## src/rtl/bias_relu_ser_pkg.sv

```systemverilog
// bias_relu_ser_pkg: shared widths, FSM encoding and saturation bounds for
// the bias/ReLU serializer that follows the 16x6 matrix multiplier.
package bias_relu_ser_pkg;

    localparam int DW  = 24;
    localparam int NCH = 6;

    typedef enum logic [0:0] {
        IDLE = 1'b0,
        SEND = 1'b1
    } state_e;

    localparam logic signed [DW-1:0] SAT_MAX  = {1'b0, {(DW-1){1'b1}}};
    localparam logic signed [DW-1:0] SAT_MIN  = {1'b1, {(DW-1){1'b0}}};
    localparam logic [2:0]           LAST_IDX = 3'(NCH - 1);

endpackage

```

## src/rtl/bias_sat_relu_cxy.sv

```systemverilog
// bias_sat_relu_cxy: single-channel bias add, saturation and optional ReLU.
// Build option: BIAS_RELU_SER_RELU_EN clamps negative results to zero.
module bias_sat_relu_cxy
    import bias_relu_ser_pkg::*;
(
    input  logic signed [DW-1:0] din,
    input  logic signed [DW-1:0] bias,
    output logic signed [DW-1:0] dout
);

    logic signed [DW:0]   sum;
    logic signed [DW-1:0] sat;

    // Clamp a one-bit-wider sum back into the DW-bit two's complement range.
    function automatic logic signed [DW-1:0] saturate(input logic signed [DW:0] s);
        if (s[DW] != s[DW-1]) begin
            return s[DW] ? SAT_MIN : SAT_MAX;
        end
        return s[DW-1:0];
    endfunction

    // Widened add cannot wrap; saturate, then optionally rectify.
    always_comb begin
        sum = {din[DW-1], din} + {bias[DW-1], bias};
        sat = saturate(sum);
`ifdef BIAS_RELU_SER_RELU_EN
        dout = sat[DW-1] ? '0 : sat;
`else
        dout = sat;
`endif
    end

endmodule

```

## src/rtl/bias_relu_serializer_cxy.sv

```systemverilog
// bias_relu_serializer_cxy: captures 6-wide multiplier vectors, applies
// per-channel bias + saturation (+ ReLU when BIAS_RELU_SER_RELU_EN is defined),
// holds them in a two-slot buffer and streams one word per cycle out over
// valid/ready. A vector arriving with both slots occupied is dropped and
// flagged on the sticky OVF output.
module bias_relu_serializer_cxy
    import bias_relu_ser_pkg::*;
(
    input  logic                 CLK,
    input  logic                 RST,
    input  logic                 IN_VALID,
    input  logic signed [DW-1:0] IN1,
    input  logic signed [DW-1:0] IN2,
    input  logic signed [DW-1:0] IN3,
    input  logic signed [DW-1:0] IN4,
    input  logic signed [DW-1:0] IN5,
    input  logic signed [DW-1:0] IN6,
    input  logic                 B_WEN,
    input  logic                 B_REN,
    input  logic [2:0]           B_ADDR,
    input  logic [DW-1:0]        B_WDATA,
    output logic [DW-1:0]        B_RDATA,
    output logic                 OUT_VALID,
    input  logic                 OUT_READY,
    output logic signed [DW-1:0] OUT_DATA,
    output logic [2:0]           OUT_IDX,
    output logic                 OUT_LAST,
    output logic                 OVF,
    input  logic                 OVF_CLR
);

    logic signed [DW-1:0] in_vec   [NCH];
    logic signed [DW-1:0] proc_vec [NCH];

    logic signed [DW-1:0] bias_q [NCH];
    logic signed [DW-1:0] bias_d [NCH];
    logic [DW-1:0]        b_rdata_q, b_rdata_d;

    logic signed [DW-1:0] buf_q [2][NCH];
    logic signed [DW-1:0] buf_d [2][NCH];

    state_e     state_q, state_d;
    logic [1:0] cnt_q, cnt_d;
    logic       wr_ptr_q, wr_ptr_d;
    logic       rd_ptr_q, rd_ptr_d;
    logic [2:0] idx_q, idx_d;
    logic       last_q, last_d;
    logic       ovf_q, ovf_d;

    logic hs, last_hs, accept, drop;

    // Gather the six channel inputs into an indexable vector.
    always_comb begin
        in_vec[0] = IN1;
        in_vec[1] = IN2;
        in_vec[2] = IN3;
        in_vec[3] = IN4;
        in_vec[4] = IN5;
        in_vec[5] = IN6;
    end

    for (genvar k = 0; k < NCH; k++) begin : g_ch
        bias_sat_relu_cxy u_ch (
            .din  (in_vec[k]),
            .bias (bias_q[k]),
            .dout (proc_vec[k])
        );
    end

    // Bias bank write and registered readback; unmapped addresses read as 0.
    always_comb begin
        bias_d = bias_q;
        if (B_WEN && (B_ADDR < 3'(NCH))) begin
            bias_d[B_ADDR] = B_WDATA;
        end
        b_rdata_d = b_rdata_q;
        if (B_REN) begin
            b_rdata_d = (B_ADDR < 3'(NCH)) ? bias_q[B_ADDR] : '0;
        end
    end

    // Buffer occupancy, pointers, word index, overflow flag and FSM next state.
    // A full buffer can still take a vector when its oldest slot frees this cycle.
    always_comb begin
        hs       = (state_q == SEND) && OUT_READY;
        last_hs  = hs && (idx_q == LAST_IDX);
        accept   = IN_VALID && ((cnt_q != 2'd2) || last_hs);
        drop     = IN_VALID && !accept;

        cnt_d    = cnt_q + {1'b0, accept} - {1'b0, last_hs};
        wr_ptr_d = accept  ? ~wr_ptr_q : wr_ptr_q;
        rd_ptr_d = last_hs ? ~rd_ptr_q : rd_ptr_q;

        idx_d = idx_q;
        if (hs) begin
            idx_d = last_hs ? 3'd0 : idx_q + 3'd1;
        end
        last_d = (idx_d == LAST_IDX);

        ovf_d = drop ? 1'b1 : (OVF_CLR ? 1'b0 : ovf_q);

        state_d = state_q;
        case (state_q)
            IDLE:    if (cnt_d != 2'd0) state_d = SEND;
            SEND:    if (last_hs && (cnt_d == 2'd0)) state_d = IDLE;
            default: state_d = IDLE;
        endcase

        buf_d = buf_q;
        if (accept) begin
            buf_d[wr_ptr_q] = proc_vec;
        end
    end

    // Control and bias state; reset discards any buffered vectors.
    always_ff @(posedge CLK) begin
        if (RST) begin
            state_q   <= IDLE;
            cnt_q     <= 2'd0;
            wr_ptr_q  <= 1'b0;
            rd_ptr_q  <= 1'b0;
            idx_q     <= 3'd0;
            last_q    <= 1'b0;
            ovf_q     <= 1'b0;
            b_rdata_q <= '0;
            for (int k = 0; k < NCH; k++) begin
                bias_q[k] <= '0;
            end
        end else begin
            state_q   <= state_d;
            cnt_q     <= cnt_d;
            wr_ptr_q  <= wr_ptr_d;
            rd_ptr_q  <= rd_ptr_d;
            idx_q     <= idx_d;
            last_q    <= last_d;
            ovf_q     <= ovf_d;
            b_rdata_q <= b_rdata_d;
            bias_q    <= bias_d;
        end
    end

    // Vector storage is data only; validity is tracked by cnt_q.
    always_ff @(posedge CLK) begin
        buf_q <= buf_d;
    end

    assign OUT_VALID = (state_q == SEND);
    assign OUT_DATA  = OUT_VALID ? buf_q[rd_ptr_q][idx_q] : '0;
    assign OUT_IDX   = idx_q;
    assign OUT_LAST  = last_q;
    assign OVF       = ovf_q;
    assign B_RDATA   = b_rdata_q;

endmodule

```

## config.mk

```make
export PLATFORM = sky130hd
export DESIGN_NAME = bias_relu_serializer_cxy
export DESIGN_NICKNAME = d
export VERILOG_FILES = /design/src/rtl/bias_relu_ser_pkg.sv /design/src/rtl/bias_sat_relu_cxy.sv /design/src/rtl/bias_relu_serializer_cxy.sv
export SDC_FILE = /design/constraint.sdc
export NUM_CORES = 1
export LEC_CHECK = 0
export ABC_AREA = 1
export CAP_MARGIN = 10
export CORE_MARGIN = 1
export CORE_UTILIZATION = 35
export DETAILED_ROUTE_END_ITERATION = 16
export PLACE_DENSITY = 0.63
export SLEW_MARGIN = 20
export SYNTH_ARGS = -nofsm -noshare
export SYNTH_HDL_FRONTEND = slang
export SYNTH_SLANG_ARGS = --single-unit
```

## constraint.sdc

```tcl
create_clock -name CLK -period 9.6 [get_ports CLK]
set_input_delay 1.92 -clock CLK [delete_from_list [all_inputs] [get_ports CLK]]
set_output_delay 1.92 -clock CLK [all_outputs]
set_load 0.005 [all_outputs]
```

# --- Word-level counts from Yosys, hierarchy flattened ---
# Cells that the tools add are included.
word_totals:
  regBits: 466
  inputBits: 178
  out_inout_bits: 54
op_classes:
  add_sub_neg: 9
  n_lt_le_gt_ge: 7
  n_eq_ne: 9
  muxes: 48
  n_bitwise: 7
  reduce_logical: 13
ops:
  columns: ["cell", "count"]
  rows:
  - ["2-to-1 mux 24 bit", 25]
  - ["2-to-1 mux 144 bit", 4]
  - ["bitwise mux 288 bit", 1]
  - ["adder 24 x 24 -> 25 bit", 6]
  - ["binary-select mux 24 bit (select 3 bit)", 2]
  - ["bitwise mux 144 bit", 1]
  - ["demux 144 bit (select 1 bit)", 1]
  - ["demux 24 bit (select 3 bit)", 1]
  - ["2-to-1 mux 1 bit", 10]
  - ["greater-or-equal comparator 4 bit, second input constant", 2]
  - ["logical AND 1 bit", 8]
  - ["inverter 3 -> 4 bit", 2]
  - ["== test 3 bit, second input constant", 2]
  - ["2-to-1 mux 3 bit", 2]
  - ["inequality test 1 bit", 6]
  - ["greater-or-equal comparator 2 bit, second input constant", 2]
  - ["< comparator 4 x 1 -> 1 bit, second input constant", 1]
  - ["inverter 1 -> 2 bit", 2]
  - ["nonzero test 2 bit", 2]
  - ["adder 3 x 1 -> 3 bit, second input constant", 1]
  - ["< comparator 3 bit, second input constant", 1]
  - ["inverter 1 bit", 3]
  - ["adder 2 x 1 -> 2 bit", 1]
  - ["logical NOT 2 bit", 1]
  - ["other kinds (6)", 6]

# --- Depth between registers and ports, before layout ---
logic_depth:
  ltp_word: 10
  mapped_depth: 16
  ltp_nobuf: 15

# --- Hierarchy ---
# Synthesis repeated with hierarchy kept, for this count alone.
hier_totals:
  cells_unflattened: 4304
  area_unflattened_um2: 30650.6
by_module_without_submodules:
  columns: ["mod", "n_inst", "cells_per_inst", "area_per_inst_um2"]
  rows:
  - ["bias_relu_serializer_cxy", 1, 2174, 19525.0]
  - ["bias_sat_relu_cxy", 6, 355, 1854.3]

# --- Worst setup path before layout ---
# Ideal clock, no wire load.
synth_path:
  kind: "input port to flip-flop"
  from: "input OUT_READY"
  to: "register buf_q[0] (netlist bit) (enable)"
  setup_time_ns: 0.650
  arrival_ns: 8.477
  path_slack_ns: 0.473
  cell_stages: 6
  cell_sequence: "nand2_1 nor2_1 inv_1 nand2_1 nand2_1 nor2_1"
synth_via:
  elab_chain_len: 4
synth_rtl:
  columns: ["item", "line_no", "rtl"]
  rows:
  - ["start: declaration", "bias_relu_serializer_cxy.sv:24", "input logic OUT_READY,"]
  - ["logical AND 1 bit", "bias_relu_serializer_cxy.sv:85", "hs = (state_q == SEND) && OUT_READY;"]
  - ["logical AND 1 bit", "bias_relu_serializer_cxy.sv:86", "last_hs = hs && (idx_q == LAST_IDX);"]
  - ["named net last_hs", "bias_relu_serializer_cxy.sv:50", "logic hs, last_hs, accept, drop;"]
  - ["logical OR 1 bit", "bias_relu_serializer_cxy.sv:87", "accept = IN_VALID && ((cnt_q != 2'd2) || last_hs);"]
  - ["logical AND 1 bit", "bias_relu_serializer_cxy.sv:87", null]
  - ["end signal: assignment", "bias_relu_serializer_cxy.sv:144", "buf_q <= buf_d;"]
  - ["end: declaration", "bias_relu_serializer_cxy.sv:39", "logic signed [DW-1:0] buf_q [2][NCH];"]
# The timed path passes the listed nets, and every way through them passes these cells.
# A chain may end at the register's enable or synchronous reset.

# --- Worst setup path after layout ---
layout_path:
  from: "register idx_q[0] (netlist: OUT_IDX[0])"
  to: "output OUT_DATA[21]"
layout_via:
  elab_chain_len: 5
layout_rtl:
  columns: ["item", "line_no", "rtl"]
  rows:
  - ["start: declaration", "bias_relu_serializer_cxy.sv:46", "logic [2:0] idx_q, idx_d;"]
  - ["start signal: assignment", "bias_relu_serializer_cxy.sv:134", "idx_q <= idx_d;"]
  - ["inverter 3 -> 4 bit (implied by the code)", "bias_relu_serializer_cxy.sv:148", "assign OUT_DATA = OUT_VALID ? buf_q[rd_ptr_q][idx_q] : '0;"]
  - ["binary-select mux 24 bit (select 3 bit)", "bias_relu_serializer_cxy.sv:148", null]
  - ["2-to-1 mux 24 bit (implied by the code) (2 in series)", "bias_relu_serializer_cxy.sv:148", null]
  - ["2-to-1 mux 24 bit", "bias_relu_serializer_cxy.sv:148", null]
  - ["end: declaration", "bias_relu_serializer_cxy.sv:25", "output logic signed [DW-1:0] OUT_DATA,"]
# Every way passes these cells. The select of a mux whose other input is x is not followed.

==> run summary <==
### Status
• completed — result of the run

### Placed design
• 0.975 — placer congestion estimate
• 5079 — placed insts
• 231 — number of port buffers
• 91200 um — final HPWL from detailed placement
• 32400 sq um — placed cell areas

### STA
• 16.8 ps — skew final
• 30.7% — worst-case headroom to the max-slew limit
• 166 MHz — Highest Clock Rate
• 62.6% — final worst-path cycle share
• 474 ps — worst hold margin
• 6010 ps — minimum clock period after layout
• 1040 ps — actual slew at the worst max-slew pin
• 0 — number of failing hold endpoints at the final stage
• false — setup repair after global routing missed its margin
• 0 ps — sum of negative setup slack
• 0 — endpoints failing setup
• 0 — total count of max-transition violations in the final report

### Clocking
• built — clock tree from TritonCTS
• 2 — level count of the clock H-tree
• sky130_fd_sc_hd__clkbuf_16 — Clk Tree Root Cell
• 0 — number of buffers added for setup after CTS
• 580 ps — clk_lat worst skew
• 47 — number of clock buffers inserted by TritonCTS
• 60 ps — Reg clk slew, reported paths
• 3 — Max Buffers Root-to-Sink
• 466 — number of clock sinks
• 0 — Gates resized, CTS repair
• 0 — number of buffers inserted for hold repair after clock tree synthesis

### Setup path
• OUT_DATA[21] — last element of the critical path
• 9 — reg2reg path depth
• flop to output pin — kind of critical path
• sky130_fd_sc_hd__clkdlybuf4s50_1 — slowest library cell on the worst path
• OUT_IDX[1] — startpoint of the worst-slack reg-to-reg timing path
• buf_4, inv_2, buf_4, o21ai_0, o22ai_1, o211ai_1, a21oi_1, clkdlybuf4s50_1 — cell-by-cell listing of the critical path
• flop — sort of element at the start of the critical path
• 5800 ps — worst-case register-to-register setup slack
• 48 — worst-path maximum fanout
• 4090 ps — arrival time reported for the critical path endpoint
• OUT_IDX[0] — critical path launch point
• buf_q[211] — Critical R2R Capture
• sky130_fd_sc_hd__buf_4 — crit-path most repeated cell
• 590 ps — Worst path max stage delay
• output pin — category of the worst setup path capture point
• 7680 ps — worst path required time

### Synth
• 29.6% — Synth top area share
• 29200 sq um — netlist area before placement
• 15.7% — compound-cell area share of the yosys netlist
• 7.48 sq um — Mapped Avg Cell Area
• 41.9% — proportion of synthesized chip area in sequential cells
• 6.76% — Adder-Cell Fraction of Synth Area
• 0 — number of warnings reported in the yosys synthesis log
• 288 — number of enable flip-flop cells after synthesis
• sky130_fd_sc_hd__nand2_1 — most used standard cell by instance count after synthesis
• sky130_fd_sc_hd__nand2_1, sky130_fd_sc_hd__nor2_1, sky130_fd_sc_hd__o21ai_0 — most instantiated cells after synthesis
• 4231 — post-synthesis net count
• simple AND/OR/NAND/NOR gates — main combinational cell family by area after synthesis
• 0% — share of synthesized area spent on multiplexers
• sky130_fd_sc_hd__edfxtp_1, sky130_fd_sc_hd__nand2_1, sky130_fd_sc_hd__dfxtp_1, sky130_fd_sc_hd__nor2_1, sky130_fd_sc_hd__o21ai_0 — largest cells by area after synthesis
• sky130_fd_sc_hd__edfxtp_1 — Yosys top cell by area
• sky130_fd_sc_hd__edfxtp_1 — most frequently used flop master after synthesis
• 466 — post-synthesis sequential element count
• 3899 — number of instances in the synthesized netlist
• 26.3% — basic-gate share of the synthesized area counting and, or, nand and nor cells
• 0% — fraction of registers with async set or reset after synthesis
• 2.64% — parity-gate share of the synthesized area counting xor and xnor cells
• 40 — number of unique standard cell types used by synthesis

### Die
• 35.5% — effective utilization at floorplan
• 291 um — horizontal die dimension
• 291 um — height of the die
• 105 — total number of placement rows
• 232 — IO Pins
• 84500 sq um — area of the die
• 82200 sq um — Core Region

### Power and ir drop
• 30.9% — sw frac
• 1.65 mW — power dissipated by switching net loads
• 45.1% — sequential fraction of design power
• 33.8% — share of power burned in the clock network
• 21.1% — Combinational Power Share
• 0.120 mV — worst supply voltage drop on vdd
• 5.35 mW — total power
• 3.70 mW — cell-internal power
• 158 nW/um^2 — Cell Pwr Density
• 14.9 nW — reported leakage power

### Drt
• 0 — remaining number of nets flagged by the antenna check after routing
• 28151 — total via count after detailed routing
• 22.5 um — WL/cell
• 116000 um — total wirelength of the detailed-routed design
• 6 — router iterations before antenna repair
• 0 — count of unresolved DRC violations after routing
• 3244 — drt first-iter violations
• 5.45 — vias per std cell

### Final layout
• 4390 — layout net count
• 4.08% — fraction of layout cells with a size suffix above 1
• 33800 sq um — Design Area, Final
• 5166 — Post-Layout Cell Count
• 16.0% — layout overhead on the synthesized area

### Global route
• 0 — remaining global-route overflow
• 26.7% — global-route usage over all layers
• met2 — most congested layer reported by global routing
• 4.17% — GR Layer Usage met3
• 169000 um — wire length of the first global-routing pass
• 41.9% — global routing met2 resource utilization
• 37.3% — met1 capacity usage during global routing
• 98 — largest net degree at the start of global routing
• 3 — number of antenna violations at the first check in global routing
• 26252 — vias in the first global route

### Hold path
• flop to flop — min-delay worst type

### Run
• 0 — max-cap check violation count

-- worst min-delay path by stage --
stage / start / end / slack [ps] / cells past startpoint
after floorplan: bias_q[0] / bias_q[0] / 450 / 2
after global placement: B_RDATA[3] / B_RDATA[3] / 460 / 2
after detailed placement: B_RDATA[3] / B_RDATA[3] / 460 / 2
after CTS: B_RDATA[3] / B_RDATA[3] / 470 / 2
after global routing: B_RDATA[21] / B_RDATA[21] / 500 / 2
final: B_RDATA[3] / B_RDATA[3] / 470 / 2
-- cells by family (layout without fill, tap and decap cells) --
logic type	Yosys count	after routing
AOI/OAI and AO/OA	825	825
adders and majority gates	154	154
xor gates and xnor gates	88	88
buffers and inverters	495	690
DFF	466	466
and+or+nand+nor	1871	1871
other	0	2
-- cell usage in the layout, fill, tap and decap left out, types with 15 or more instances in the layout --
cell	netlist	final
sky130_fd_sc_hd__xor2_1	44	44
sky130_fd_sc_hd__clkdlybuf4s50_1	0	231
sky130_fd_sc_hd__a21oi_1	254	254
sky130_fd_sc_hd__nor2_1	558	556
sky130_fd_sc_hd__o21bai_1	34	34
sky130_fd_sc_hd__nand2_2	26	26
sky130_fd_sc_hd__clkbuf_16	0	47
sky130_fd_sc_hd__edfxtp_1	288	288
sky130_fd_sc_hd__nor2_2	20	20
sky130_fd_sc_hd__o221ai_1	38	38
sky130_fd_sc_hd__o21ai_0	388	388
sky130_fd_sc_hd__nor3_1	15	15
sky130_fd_sc_hd__xnor2_1	44	44
sky130_fd_sc_hd__ha_1	148	148
sky130_fd_sc_hd__nand4_1	78	78
sky130_fd_sc_hd__inv_1	344	342
sky130_fd_sc_hd__a32o_1	22	22
sky130_fd_sc_hd__nand3_1	132	132
sky130_fd_sc_hd__dfxtp_1	178	176
sky130_fd_sc_hd__nand2_1	1011	1011
sky130_fd_sc_hd__buf_4	3	23
sky130_fd_sc_hd__o22ai_1	37	37
sky130_fd_sc_hd__o21ai_1	22	22
-- flip-flops by register name, indices dropped and copies added, names as in the netlist --
signal and flops:
wr_ptr_q 1, rd_ptr_q 1, bias_q 144, B_RDATA 24, OUT_LAST 1, buf_q 288, OUT_IDX 3, OUT_VALID 1
cnt_q 2, OVF 1
-- per-stage QoR --
stage / util (%) / setup slack (ps)
after floorplan: - / 473
after global placement: 39.3 / 4330
after detailed placement: 39.3 / 4250
after CTS: 41.1 / 3640
after global routing: 41.1 / 3390
final: 41.1 / 3590
-- layer usage --
layer / part of all wire, % / wire [um]
met1: 44 / 50700
met2: 44 / 51400
met3: 8.6 / 10000
met4: 3.6 / 4170
met5: 0.023 / 27
-- power by group through the flow --
stage               registers (mW)  logic (mW)  clock network (mW)
floorplan                     2.43       0.623                   0
global placement              2.45        1.10                   0
detailed placement            2.45        1.10                   0
CTS                           2.41        1.11                1.81
global route                  2.42        1.21                1.89
finish                        2.41        1.13                1.81
-- critical path, delay by kind of cell (launching register included) --
family          cells  cell delay (ps)
compound gates      4             1240
flops               1              310
buf+inv             4             1920
-- final cells by class --
class / instances / area (sq um)
fill: 8533 / 48400
sequential: 466 / 12200
clock buffer: 59 / 1250
timing repair buffer: 254 / 2480
tap: 1070 / 1340
clock inverter: 26 / 219
antenna: 2 / 5.00
multi-input combinational: 2938 / 15000
inverter: 351 / 1320
Note: power is estimated with default switching activity, not from simulation.
